===== src/rtl/alu_issue_sched_if.sv =====
// ============================================================================
// Module  : alu_issue_sched_if
// Brief   : Bundle handshake between the op source and the ALU issue scheduler.
// Revision: 1.0 - initial release
// ============================================================================
`default_nettype none

interface alu_issue_sched_if;
    logic        in_valid;
    logic        in_ready;
    logic [2:0]  in_en;
    logic [2:0]  in_wen;
    logic [5:0]  in_index;
    logic [17:0] in_rA;
    logic [17:0] in_rB;

    modport master (
        output in_valid, in_en, in_wen, in_index, in_rA, in_rB,
        input  in_ready
    );

    modport slave (
        input  in_valid, in_en, in_wen, in_index, in_rA, in_rB,
        output in_ready
    );
endinterface

`default_nettype wire


===== src/rtl/alu_issue_sched.sv =====
// ============================================================================
// Module  : alu_issue_sched
// Brief   : Splits a 3-slot ALU bundle into dependency-free issue phases.
// Revision: 1.0 - initial release
// ============================================================================
`default_nettype none

module alu_issue_sched #(
    parameter bit CHAIN01 = 1'b1,
    parameter int CNT_W   = 16
) (
    input  wire logic             clk,
    input  wire logic             rst,
    input  wire logic             stall_i,
    alu_issue_sched_if.slave      bus,
    output logic [2:0]            iss_en_o,
    output logic [1:0]            iss_phase_o,
    output logic                  do_stall_o,
    output logic [2:0]            do_split_o,
    output logic [CNT_W-1:0]      split_cnt_o
);

    typedef enum logic [0:0] {
        ST_IDLE = 1'b0,
        ST_ISS  = 1'b1
    } state_t;

    localparam logic [CNT_W-1:0] C_CNT_MAX = {CNT_W{1'b1}};
    localparam logic [CNT_W-1:0] C_CNT_ONE = {{(CNT_W-1){1'b0}}, 1'b1};

    state_t           state_q, state_d;
    logic [1:0]       p_q, p_d;
    logic [1:0]       nph_q, nph_d;
    logic [5:0]       ph_q, ph_d;
    logic [2:0]       en_q, en_d;
    logic [2:0]       iss_en_q, iss_en_d;
    logic [1:0]       iss_phase_q, iss_phase_d;
    logic [2:0]       do_split_q, do_split_d;
    logic [CNT_W-1:0] cnt_q, cnt_d;

    // Forwarding tag each slot's result is known by inside the bundle
    logic [5:0] w_tag [3];
    for (genvar g = 0; g < 3; g++) begin : g_tag
        assign w_tag[g] = {4'b1100, bus.in_index[2*g +: 2]};
    end

    function automatic logic src_hit(input logic [5:0] ra, input logic [5:0] rb,
                                     input logic [5:0] tag);
        return (ra == tag) || (rb == tag);
    endfunction

    function automatic logic [2:0] phase_mask(input logic [5:0] ph, input logic [2:0] en,
                                              input logic [1:0] k);
        logic [2:0] m;
        m = 3'b000;
        for (int s = 0; s < 3; s++) begin
            m[s] = en[s] && (ph[2*s +: 2] == k);
        end
        return m;
    endfunction

    logic       w_dep10, w_dep20, w_dep21;
    logic [1:0] w_ph1, w_ph2, w_ph2a, w_ph2b, w_maxph;
    logic [5:0] w_ph;
    logic [2:0] w_split;
    logic       w_last, w_accept;

    assign w_dep10 = bus.in_en[1] & bus.in_en[0] & bus.in_wen[0]
                   & src_hit(bus.in_rA[11:6], bus.in_rB[11:6], w_tag[0]);
    assign w_dep20 = bus.in_en[2] & bus.in_en[0] & bus.in_wen[0]
                   & src_hit(bus.in_rA[17:12], bus.in_rB[17:12], w_tag[0]);
    assign w_dep21 = bus.in_en[2] & bus.in_en[1] & bus.in_wen[1]
                   & src_hit(bus.in_rA[17:12], bus.in_rB[17:12], w_tag[1]);

    // Slot 1 may chain off slot 0 in-phase; slot 2 must always wait a phase
    assign w_ph1   = (w_dep10 && !CHAIN01) ? 2'd1 : 2'd0;
    assign w_ph2a  = w_dep20 ? 2'd1 : 2'd0;
    assign w_ph2b  = w_dep21 ? (w_ph1 + 2'd1) : 2'd0;
    assign w_ph2   = (w_ph2a > w_ph2b) ? w_ph2a : w_ph2b;
    assign w_maxph = (w_ph2 > w_ph1) ? w_ph2 : w_ph1;
    assign w_ph    = {w_ph2, w_ph1, 2'd0};
    assign w_split = {(w_ph2 != 2'd0), (w_ph1 != 2'd0), 1'b0};

    assign w_last        = (p_q == (nph_q - 2'd1));
    assign bus.in_ready  = !stall_i && ((state_q == ST_IDLE) || w_last);
    assign w_accept      = bus.in_valid && bus.in_ready;

    always_ff @(posedge clk) begin
        if (rst) begin
            state_q     <= ST_IDLE;
            p_q         <= 2'd0;
            nph_q       <= 2'd1;
            ph_q        <= 6'd0;
            en_q        <= 3'd0;
            iss_en_q    <= 3'd0;
            iss_phase_q <= 2'd0;
            do_split_q  <= 3'd0;
            cnt_q       <= '0;
        end else begin
            state_q     <= state_d;
            p_q         <= p_d;
            nph_q       <= nph_d;
            ph_q        <= ph_d;
            en_q        <= en_d;
            iss_en_q    <= iss_en_d;
            iss_phase_q <= iss_phase_d;
            do_split_q  <= do_split_d;
            cnt_q       <= cnt_d;
        end
    end

    always_comb begin
        state_d     = state_q;
        p_d         = p_q;
        nph_d       = nph_q;
        ph_d        = ph_q;
        en_d        = en_q;
        iss_en_d    = iss_en_q;
        iss_phase_d = iss_phase_q;
        do_split_d  = do_split_q;
        cnt_d       = cnt_q;
        if (!stall_i) begin
            if ((state_q == ST_ISS) && !w_last) begin
                p_d         = p_q + 2'd1;
                iss_en_d    = phase_mask(ph_q, en_q, p_q + 2'd1);
                iss_phase_d = p_q + 2'd1;
            end else if (w_accept) begin
                state_d     = ST_ISS;
                p_d         = 2'd0;
                nph_d       = w_maxph + 2'd1;
                ph_d        = w_ph;
                en_d        = bus.in_en;
                iss_en_d    = phase_mask(w_ph, bus.in_en, 2'd0);
                iss_phase_d = 2'd0;
                do_split_d  = w_split;
                if ((w_split != 3'd0) && (cnt_q != C_CNT_MAX)) begin
                    cnt_d = cnt_q + C_CNT_ONE;
                end
            end else begin
                state_d     = ST_IDLE;
                p_d         = 2'd0;
                iss_en_d    = 3'd0;
                iss_phase_d = 2'd0;
                do_split_d  = 3'd0;
            end
        end
    end

    assign iss_en_o    = iss_en_q;
    assign iss_phase_o = iss_phase_q;
    assign do_stall_o  = (state_q == ST_ISS) && !w_last;
    assign do_split_o  = do_split_q;
    assign split_cnt_o = cnt_q;

endmodule

`default_nettype wire


===== src/flat_wrapper.sv =====
// flat-port wrapper written by rule: the top's interface ports become plain ports
module alu_issue_sched_flat 
#(
    parameter bit CHAIN01 = 1'b1,
    parameter int CNT_W   = 16
)
  (clk, rst, stall_i, iss_en_o, iss_phase_o, do_stall_o, do_split_o, split_cnt_o, bus_in_valid, bus_in_en, bus_in_wen, bus_in_index, bus_in_rA, bus_in_rB, bus_in_ready);
  alu_issue_sched_if bus_i ();
  input  wire logic clk;
  input  wire logic rst;
  input  wire logic stall_i;
  output logic [2:0] iss_en_o;
  output logic [1:0] iss_phase_o;
  output logic do_stall_o;
  output logic [2:0] do_split_o;
  output logic [CNT_W-1:0] split_cnt_o;
  input wire logic [$bits(bus_i.in_valid)-1:0] bus_in_valid;
  input wire logic [$bits(bus_i.in_en)-1:0] bus_in_en;
  input wire logic [$bits(bus_i.in_wen)-1:0] bus_in_wen;
  input wire logic [$bits(bus_i.in_index)-1:0] bus_in_index;
  input wire logic [$bits(bus_i.in_rA)-1:0] bus_in_rA;
  input wire logic [$bits(bus_i.in_rB)-1:0] bus_in_rB;
  output wire logic [$bits(bus_i.in_ready)-1:0] bus_in_ready;
  assign bus_i.in_valid = bus_in_valid;
  assign bus_i.in_en = bus_in_en;
  assign bus_i.in_wen = bus_in_wen;
  assign bus_i.in_index = bus_in_index;
  assign bus_i.in_rA = bus_in_rA;
  assign bus_i.in_rB = bus_in_rB;
  assign bus_in_ready = bus_i.in_ready;
  alu_issue_sched #(.CHAIN01(CHAIN01), .CNT_W(CNT_W)) u_core (.clk(clk), .rst(rst), .stall_i(stall_i), .bus(bus_i), .iss_en_o(iss_en_o), .iss_phase_o(iss_phase_o), .do_stall_o(do_stall_o), .do_split_o(do_split_o), .split_cnt_o(split_cnt_o));
endmodule

===== config.mk =====
export PLATFORM = sky130hd
export DESIGN_NAME = alu_issue_sched_flat
export DESIGN_NICKNAME = d
export VERILOG_FILES = /design/src/rtl/alu_issue_sched_if.sv /design/src/rtl/alu_issue_sched.sv /design/src/flat_wrapper.sv
export SDC_FILE = /design/constraint.sdc
export NUM_CORES = 1
export LEC_CHECK = 0
export CELL_PAD_IN_SITES_DETAIL_PLACEMENT = 0
export CELL_PAD_IN_SITES_GLOBAL_PLACEMENT = 1
export CORE_MARGIN = 5
export CORE_UTILIZATION = 30
export DETAILED_ROUTE_END_ITERATION = 6
export PLACE_DENSITY = 0.93
export SLEW_MARGIN = 0
export SYNTH_ARGS = -nofsm -noshare
export SYNTH_HDL_FRONTEND = slang
export SYNTH_SLANG_ARGS = --single-unit

===== constraint.sdc =====
create_clock -name clk -period 3.3 [get_ports clk]
set_clock_uncertainty 0.1 [all_clocks]
set_input_delay 0.66 -clock clk [delete_from_list [all_inputs] [get_ports clk]]
set_output_delay 0.66 -clock clk [all_outputs]
set_load 0.005 [all_outputs]

After elaboration in Yosys (flattened, before gate mapping)
Index checks and enable logic that the tools add are counted.

word-level totals
  bits in registers = 32
  logic and storage cells = 58
  output and inout port bits = 26
  input bits = 52

cells by class
  bitwise operators = 9
  add/subtract/negate cells = 4
  mux-type cells = 9
  equal/unequal tests = 7
  reduce and logical (&&, ||, !) cells = 19
  order comparisons = 2

operators with widths
  kind                     number
  $eq A6 B6 Y1             4
  $add A16 B1 Y16 const B  1
  $ne A16 B16 Y1 const B   1
  $mux W3                  3
  $logic_and A1 B1 Y1      8
  $and A1 B1 Y1            6
  $mux W2                  3
  $add A2 B1 Y2 const B    2
  $eq A2 B2 Y1             2
  $logic_not A2 Y1         2
  $reduce_and A4 Y1        1
  $logic_or A1 B1 Y1       3
  $mux W1                  3
  $not A1 Y1               3
  $reduce_and A3 Y1        1
  $gt A2 B1 Y1 const B     1
  $gt A2 B2 Y1             1
  $logic_not A1 Y1         2
  $reduce_and A2 Y1        1
  $reduce_bool A2 Y1       1
  $sub A2 B1 Y2 const B    1

Depth between registers and ports, before layout
Gate-level depths: netlist of run 1.

  word-level depth = 10
  depth in mapped cells = 10
  gate-level depth less buffers = 7

Worst setup path after synthesis of run 1
Ideal clock, no wire load.

  path kind = input to register
  from = input bus_in_rA[14]
  to = register u_core.cnt_q[13], in the netlist u_core.split_cnt_o[13]
  required time = 3.079 ns
  setup slack = 1.021 ns
  data arrival time = 2.058 ns
  path buffers = 0
  library setup time = 0.121 ns
  stages on the path = 6
  path through = and4bb_2 nand3_1 a31oi_1 nor2_1 nor3_1 mux2_2

on the way
  word-level cells in the longest chain between the ends = 9
  elaborated cells between the ends (all ways) = 13
  those cells by class = order compare (1); eq/ne (2); mux (3); bitwise (2); reduce/logical (5)

ends and longest elaborated chain
  what                                     RTL line                                      source
  start, declared                          flat_wrapper.sv:21                            input wire logic [$bits(bus_i.in_rA)-1:0] bus_in_rA;
  $eq A6 B6 Y1                             alu_issue_sched.sv:49                         return (ra == tag) || (rb == tag);
  $logic_or A1 B1 Y1                       alu_issue_sched.sv:49
  $and A1 B1 Y1, on equally long branches  alu_issue_sched.sv:71, alu_issue_sched.sv:73
  $mux W1, on equally long branches        alu_issue_sched.sv:77, alu_issue_sched.sv:78
  $gt A2 B2 Y1                             alu_issue_sched.sv:79                         assign w_ph2 = (w_ph2a > w_ph2b) ? w_ph2a : w_ph2b;
  $mux W2 (*)                              alu_issue_sched.sv:79
  $reduce_bool A2 Y1 (*)                   alu_issue_sched.sv:82                         assign w_split = {(w_ph2 != 2'd0), (w_ph1 != 2'd0), 1'b0};
  $logic_and A1 B1 Y1 (*)                  alu_issue_sched.sv:136                        if ((w_split != 3'd0) && (cnt_q != C_CNT_MAX)) begin
  $reduce_and A4 Y1 (no source line) (*)   -
  end signal, assigned                     alu_issue_sched.sv:108                        cnt_q <= cnt_d;
  end, declared                            alu_issue_sched.sv:39                         logic [CNT_W-1:0] cnt_q, cnt_d;

Mark *: on every way between the ends. The rest lies on a longest branch, timed or not.
A chain may end at the register's enable or synchronous reset.

Final worst setup path of run 1
  from = register u_core.p_q[1]
  to = output do_stall_o

on the way
  word-level cells in the longest chain between the ends = 3

ends and longest elaborated chain
  what                    RTL line                source
  start, declared         alu_issue_sched.sv:32   logic [1:0] p_q, p_d;
  start signal, assigned  alu_issue_sched.sv:101  p_q <= p_d;
  $eq A2 B2 Y1            alu_issue_sched.sv:84   assign w_last = (p_q == (nph_q - 2'd1));
  $logic_not A1 Y1        alu_issue_sched.sv:151  assign do_stall_o = (state_q == ST_ISS) && !w_last;
  $logic_and A1 B1 Y1     alu_issue_sched.sv:151
  end, declared           flat_wrapper.sv:14      output logic do_stall_o;

No other way between the ends.

==> impl_metrics.json, run 1 <==
{
  "outcome": "completed",
  "pin_count": 78,
  "wirelength_mm": 3.71,
  "grt_pass1_wl_mm": 6.29,
  "drc": 0,
  "crit_buf_inv": 1,
  "slowest_stage": "clkdlybuf4s50_1",
  "die_h_um": 81.6,
  "ys.flop_type": "dfxtp_1",
  "syn2layout_area_growth_pct": 37.6,
  "critPathTopFamily": "buffers and inverters",
  "synth-edff-count": 0,
  "clkSinkCount": 28,
  "die_w_um": 81.6,
  "grtUsageTotal_pct": 11.9,
  "critPathMaxStageDelay_ps": 510,
  "timing.final.crit_share_pct": 82.0,
  "cp-end-kind": "primary output",
  "layout.nets": 289,
  "cts_tree": "done",
  "grt_max_degree": 25,
  "crit_type": "reg -> out",
  "setup_viol": 0,
  "grt_pass1_vias": 1398,
  "place_inst": 300,
  "pwr_density_cell_mw_per_mm2": 309,
  "finalHoldViolCount": 0,
  "vdd_ir_drop_max_mv": 0.129,
  "critPathRequiredTime_ps": 2540,
  "numPortBuffers": 48,
  "rsz0062_at_grt": "no",
  "design_area_mm2": 0.00212,
  "crit_chain": "xnor2_2 -> mux2i_1 -> and2_1 -> clkdlybuf4s50_1",
  "place_congestion": 0.762,
  "initial_core_util_pct": 30.5,
  "syn_inst": 187,
  "async_flop_share_pct": 0,
  "min_period_ps": 2710,
  "relSlewSlack_pct": 60.0,
  "cts_setup_buffers": 0,
  "fp.dieArea_mm2": 0.00666,
  "fill_cells": 507,
  "grt_use_met1_pct": 15.7,
  "worstPathArrival_ps": 1950,
  "start_kind": "flip-flop",
  "syn_area_per_cell_um2": 8.23,
  "grt_antenna_before_repair": 0,
  "min_path_cells": 2,
  "rr_worst_depth": 7,
  "row_count": 26,
  "dr.first_iter.drc_count": 106,
  "diodes": 0,
  "critical_path.max_fanout": 4,
  "final_cells": 304,
  "ys_types": 43,
  "cts.repair.resized": 0,
  "cts_root_buf": "clkbuf_8",
  "firstDrtPassIters": 4,
  "core_mm2": 0.00504,
  "viasPerCell": 4.86,
  "use_met3_pct": 2.63,
  "yosysSeqAreaShare_pct": 36.4,
  "wl_per_cell_um": 12.2,
  "vias": 1478,
  "finalMaxSlewViolations": 0,
  "total_leakage_power_nw": 0.687,
  "drive_above_1_share_pct": 7.26,
  "top_usage_layer": "met2",
  "crit_cells": 4,
  "fmax_mhz": 369,
  "tightest_slew_ps": 598,
  "yosysWarnings": 0,
  "htree_levels": 1,
  "cts_hold_buf": 0,
  "p_total_mw": 0.655,
  "ant_nets": 0,
  "layout_commonest_cell": "clkdlybuf4s50_1",
  "setup_tns_ps": 0,
  "post_dp_cell_area_mm2": 0.00206,
  "grtUsageMet2_pct": 18.8,
  "cts.path.max_buffers": 2,
  "cts_made_buffers": 3,
  "layout_common_cells": "48 x clkdlybuf4s50_1, 28 x dfxtp_1, 21 x a21oi_1, 20 x nand2_1, 14 x nor2_1",
  "path_clk_slew_ps": 90,
  "min_path_type": "reg -> reg",
  "synth-seq-cells": 28,
  "hpwl_mm": 2.90,
  "synth_area_mm2": 0.00154,
  "clk_latency_ps": 280,
  "grt-ovfl-total": 0,
  "cap_violations": 0
}
synthesized netlist by cell type, drive strengths merged, types with 3 or more instances:
library cell  instances  share of area [%]
inv                   5                1.2
nor3                  5                1.6
a21oi                21                6.8
nor2b                 5                2.0
nand4                 3                1.2
xnor2                 8                5.0
dfxtp                28                 36
nand2                20                4.9
o21ai                13                4.2
buf                   6                4.1
or3                  12                4.9
clkbuf                4               0.98
nor2                 14                3.4
or4                   4                2.2
nand3                10                3.3
final cells by class:
| type | instances | area (µm²) | area share [%] |
|---|---|---|---|
| clock buffers | 4 | 55.1 | 2.60 |
| flip-flops and latches | 28 | 561 | 26.5 |
| inverters | 5 | 18.8 | 0.886 |
| multi-input cells | 145 | 886 | 41.8 |
| well taps | 70 | 87.6 | 4.13 |
| repair buffers | 52 | 510 | 24.1 |
state kept, by name, summed over array words and instances (netlist names):
name and cells:
u_core.do_split_o 1, u_core.p_q 2, u_core.iss_en_o 3, u_core.state_q 1, u_core.split_cnt_o 16, u_core.nph_q 2, u_core.en_q 3
path summary, 6_finish.rpt:
path / start / to / slack [ps]
worst max-delay path: u_core.p_q[1] / do_stall_o / 590
worst min-delay path: u_core.en_q[1] / u_core.en_q[1] / 360
worst max register to register: u_core.split_cnt_o[0] / u_core.split_cnt_o[1] / 1010
worst min register to register: u_core.en_q[1] / u_core.en_q[1] / 360
logic make-up after synthesis:
kind of cell	count (synthesis)	share of synthesized area, %
AO/OA/AOI/OAI	45	18.4
XOR/XNOR	9	5.61
adder cells (fa/ha/maj)	2	1.63
buffers and inverters	15	6.26
flip-flops	28	36.4
multiplexers	4	2.76
other	1	0.244
AND/OR/NAND/NOR	83	28.7
through the flow:
| step | setup WS (ps) | hold slack (ps) | util [%] |
|---|---|---|---|
| 6_report | 592 | 365 | 42.0 |
| 4_1_cts | 553 | 365 | 42.0 |
| 3_3_place_gp | 400 | 344 | 40.9 |
| 5_1_grt | 431 | 396 | 42.0 |
| 3_5_place_dp | 339 | 351 | 40.9 |
| 2_1_floorplan | 1020 | 331 | - |
routing by layer:
metal,up-vias,share of wire [%]
met1,674,46
met2,40,46
met3,5,6.4
met5,-,0
met4,0,2.0
li1,759,-
worst reg2reg max path, cell delays in order (launching register included):
cell and delay [ps]:
dfxtp_1 440, ha_1 200, inv_1 60, or2_1 340
or4_4 460, o211ai_4 260, mux2i_1 250, nor2_1 50
power breakdown:
group	leakage [nW]	internal (mW)	switching, mW
Clock	0.0288	0.107	0.109
Sequential	0.227	0.344	0.00481
Combinational	0.431	0.0521	0.0373
Total	0.687	0.503	0.151
(Power assumes the default switching activity.)
==> inputs of run 2 (changes only) <==
--- a/config.mk
+++ b/config.mk
@@ -8,9 +8,9 @@
 export CELL_PAD_IN_SITES_DETAIL_PLACEMENT = 0
 export CELL_PAD_IN_SITES_GLOBAL_PLACEMENT = 1
 export CORE_MARGIN = 5
-export CORE_UTILIZATION = 30
+export CORE_UTILIZATION = 25
 export DETAILED_ROUTE_END_ITERATION = 6
-export PLACE_DENSITY = 0.93
+export PLACE_DENSITY = 0.84
 export SLEW_MARGIN = 0
 export SYNTH_ARGS = -nofsm -noshare
 export SYNTH_HDL_FRONTEND = slang
==> constraint.sdc (replaced) <==
create_clock -name clk -period 2.2 [get_ports clk]
set_clock_uncertainty 0.1 [all_clocks]
set_input_delay 0.44 -clock clk [delete_from_list [all_inputs] [get_ports clk]]
set_output_delay 0.44 -clock clk [all_outputs]
set_load 0.005 [all_outputs]
==> run 2 against run 1 <==
First-iteration DRC count decreased by 23%; non-clock buffer count increased by 32; cell count increased by 13%; worst hold slack improved by 3.7 ps; count of clock-buffer cells in the layout unchanged; wire length increased by 23%; register-to-register slack got worse by 960 ps; clock power increased by 57%; total power increased by 56%; cell area increased by 20%; die area increased by 17%; flip-flop and latch count unchanged; critical endpoint unchanged; highest routed layer unchanged.
==> impl_metrics.json, run 2 (same netlist as run 1, synthesis figures left out) <==
{
  "cp-end-kind": "primary output",
  "grt_pass1_vias": 1578,
  "rsz0062_at_grt": "yes",
  "fill_cells": 621,
  "layout.nets": 323,
  "total_leakage_power_nw": 0.997,
  "timing.final.crit_share_pct": 98.0,
  "ant_nets": 0,
  "setup_tns_ps": 0,
  "critPathRequiredTime_ps": 1660,
  "crit_buf_inv": 2,
  "wirelength_mm": 4.57,
  "firstDrtPassIters": 4,
  "drive_above_1_share_pct": 26.5,
  "cts.path.max_buffers": 2,
  "numPortBuffers": 48,
  "core_mm2": 0.00596,
  "cts_hold_buf": 0,
  "cts_made_buffers": 3,
  "start_kind": "flip-flop",
  "diodes": 0,
  "layout_common_cells": "32 x clkdlybuf4s50_1, 32 x buf_4, 22 x dfxtp_1, 20 x nand2_1, 19 x a21oi_1",
  "largest_reg_flops": 16,
  "syn2layout_area_growth_pct": 65.6,
  "grtUsageTotal_pct": 11.0,
  "grt_max_degree": 22,
  "finalMaxSlewViolations": 0,
  "clk_latency_ps": 290,
  "outcome": "completed",
  "min_path_type": "reg -> reg",
  "vias": 1635,
  "viasPerCell": 4.77,
  "finalHoldViolCount": 0,
  "wl_per_cell_um": 13.3,
  "pwr_density_cell_mw_per_mm2": 401,
  "pre_cts_slack_ps": -498,
  "hpwl_mm": 3.11,
  "path_clk_slew_ps": 100,
  "cts_root_buf": "clkbuf_8",
  "critical_path.max_fanout": 2,
  "crit_type": "reg -> out",
  "fin_ws_ps": 43.5,
  "grt_antenna_before_repair": 0,
  "min_period_ps": 2160,
  "vdd_ir_drop_max_mv": 0.250,
  "r2r_slack_ps": 50,
  "setup_viol": 0,
  "fmax_mhz": 464,
  "cts_tree": "done",
  "grt_pass1_wl_mm": 6.91,
  "slowest_stage": "dfxtp_2",
  "fp.dieArea_mm2": 0.00783,
  "place_congestion": 0.757,
  "die_w_um": 88.5,
  "worstPathArrival_ps": 1620,
  "cap_violations": 0,
  "dr.first_iter.drc_count": 82,
  "crit_chain": "xnor2_2 -> mux2i_2 -> and2_4 -> buf_4 -> dlygate4sd2_1",
  "grt-ovfl-total": 0,
  "htree_levels": 1,
  "critPathTopFamily": "flip-flops",
  "drc": 0,
  "row_count": 28,
  "die_h_um": 88.5,
  "initial_core_util_pct": 25.8,
  "clkSinkCount": 28,
  "pin_count": 78,
  "critPathMaxStageDelay_ps": 350
}
run 2: cell count changes in the layout (fill, tap and decap cells not counted), sizes merged:
cell	previous run	this run
o211ai	2	4
dlymetal6s2s	0	14
clkdlybuf4s50	48	32
buf	4	36
dlygate4sd2	0	2
run 2: area by class of cell:
type | instances | area (µm²) | area share (%)
inverter | 5 | 18.8 | 0.736
multi-input combinational | 147 | 1000 | 39.4
sequential | 28 | 571 | 22.4
clock buffer | 4 | 55.1 | 2.16
tap | 75 | 93.8 | 3.68
timing repair buffer | 84 | 807 | 31.7
run 2: worst register-to-register path, stage by stage, from the launching register on:
cell and delay [ps]:
dfxtp_2 350, xnor2_2 140, mux2i_2 170, buf_4 160, a211oi_4 240, buf_6 190, o211ai_4 120, or4_4 500
a21oi_2 140
run 2: path summary, 6_finish.rpt:
kind,start,end,depth (start not counted)
setup / recovery,u_core.nph_q[1],do_stall_o,5
hold reg to reg,u_core.nph_q[0],u_core.nph_q[0],2
hold / removal,u_core.nph_q[0],u_core.nph_q[0],2
setup reg to reg,u_core.nph_q[1],u_core.split_cnt_o[10],8
run 2: what timing repair did:
action / in CTS / in global routing
buffers inserted: 2 / 9
pin swaps: 6 / 15
gates resized for setup: 12 / 34
gates cloned: 1 / 1
endpoints found under the setup margin: 16 / 18
run 2: report_power, final:
group          total, mW  internal [mW]  switching (mW)
sequential         0.523          0.516         0.00709
clock              0.340          0.161           0.179
combinational      0.159         0.0915          0.0672
run 2: metal layers:
layer  global-route usage [%]  wire length (µm)  up-vias
met5                        0                 0        -
met4                     4.12                78        0
met3                     2.14               208        5
met2                     18.8              2270       36
met1                     13.8              2010      761
li1                         -                 -      833
run 2: per-stage QoR:
stage               cell area, µm²  cells  utilization (%)  power, mW  hold WS [ps]
floorplan                     1540    188                -      0.596           331
global placement              2230    326             37.4      0.681           344
detailed placement            2230    326             37.4      0.683           351
CTS                           2350    333             39.5       1.02           366
global route                  2550    343             42.8       1.06           381
finish                        2550    343             42.8       1.02           368
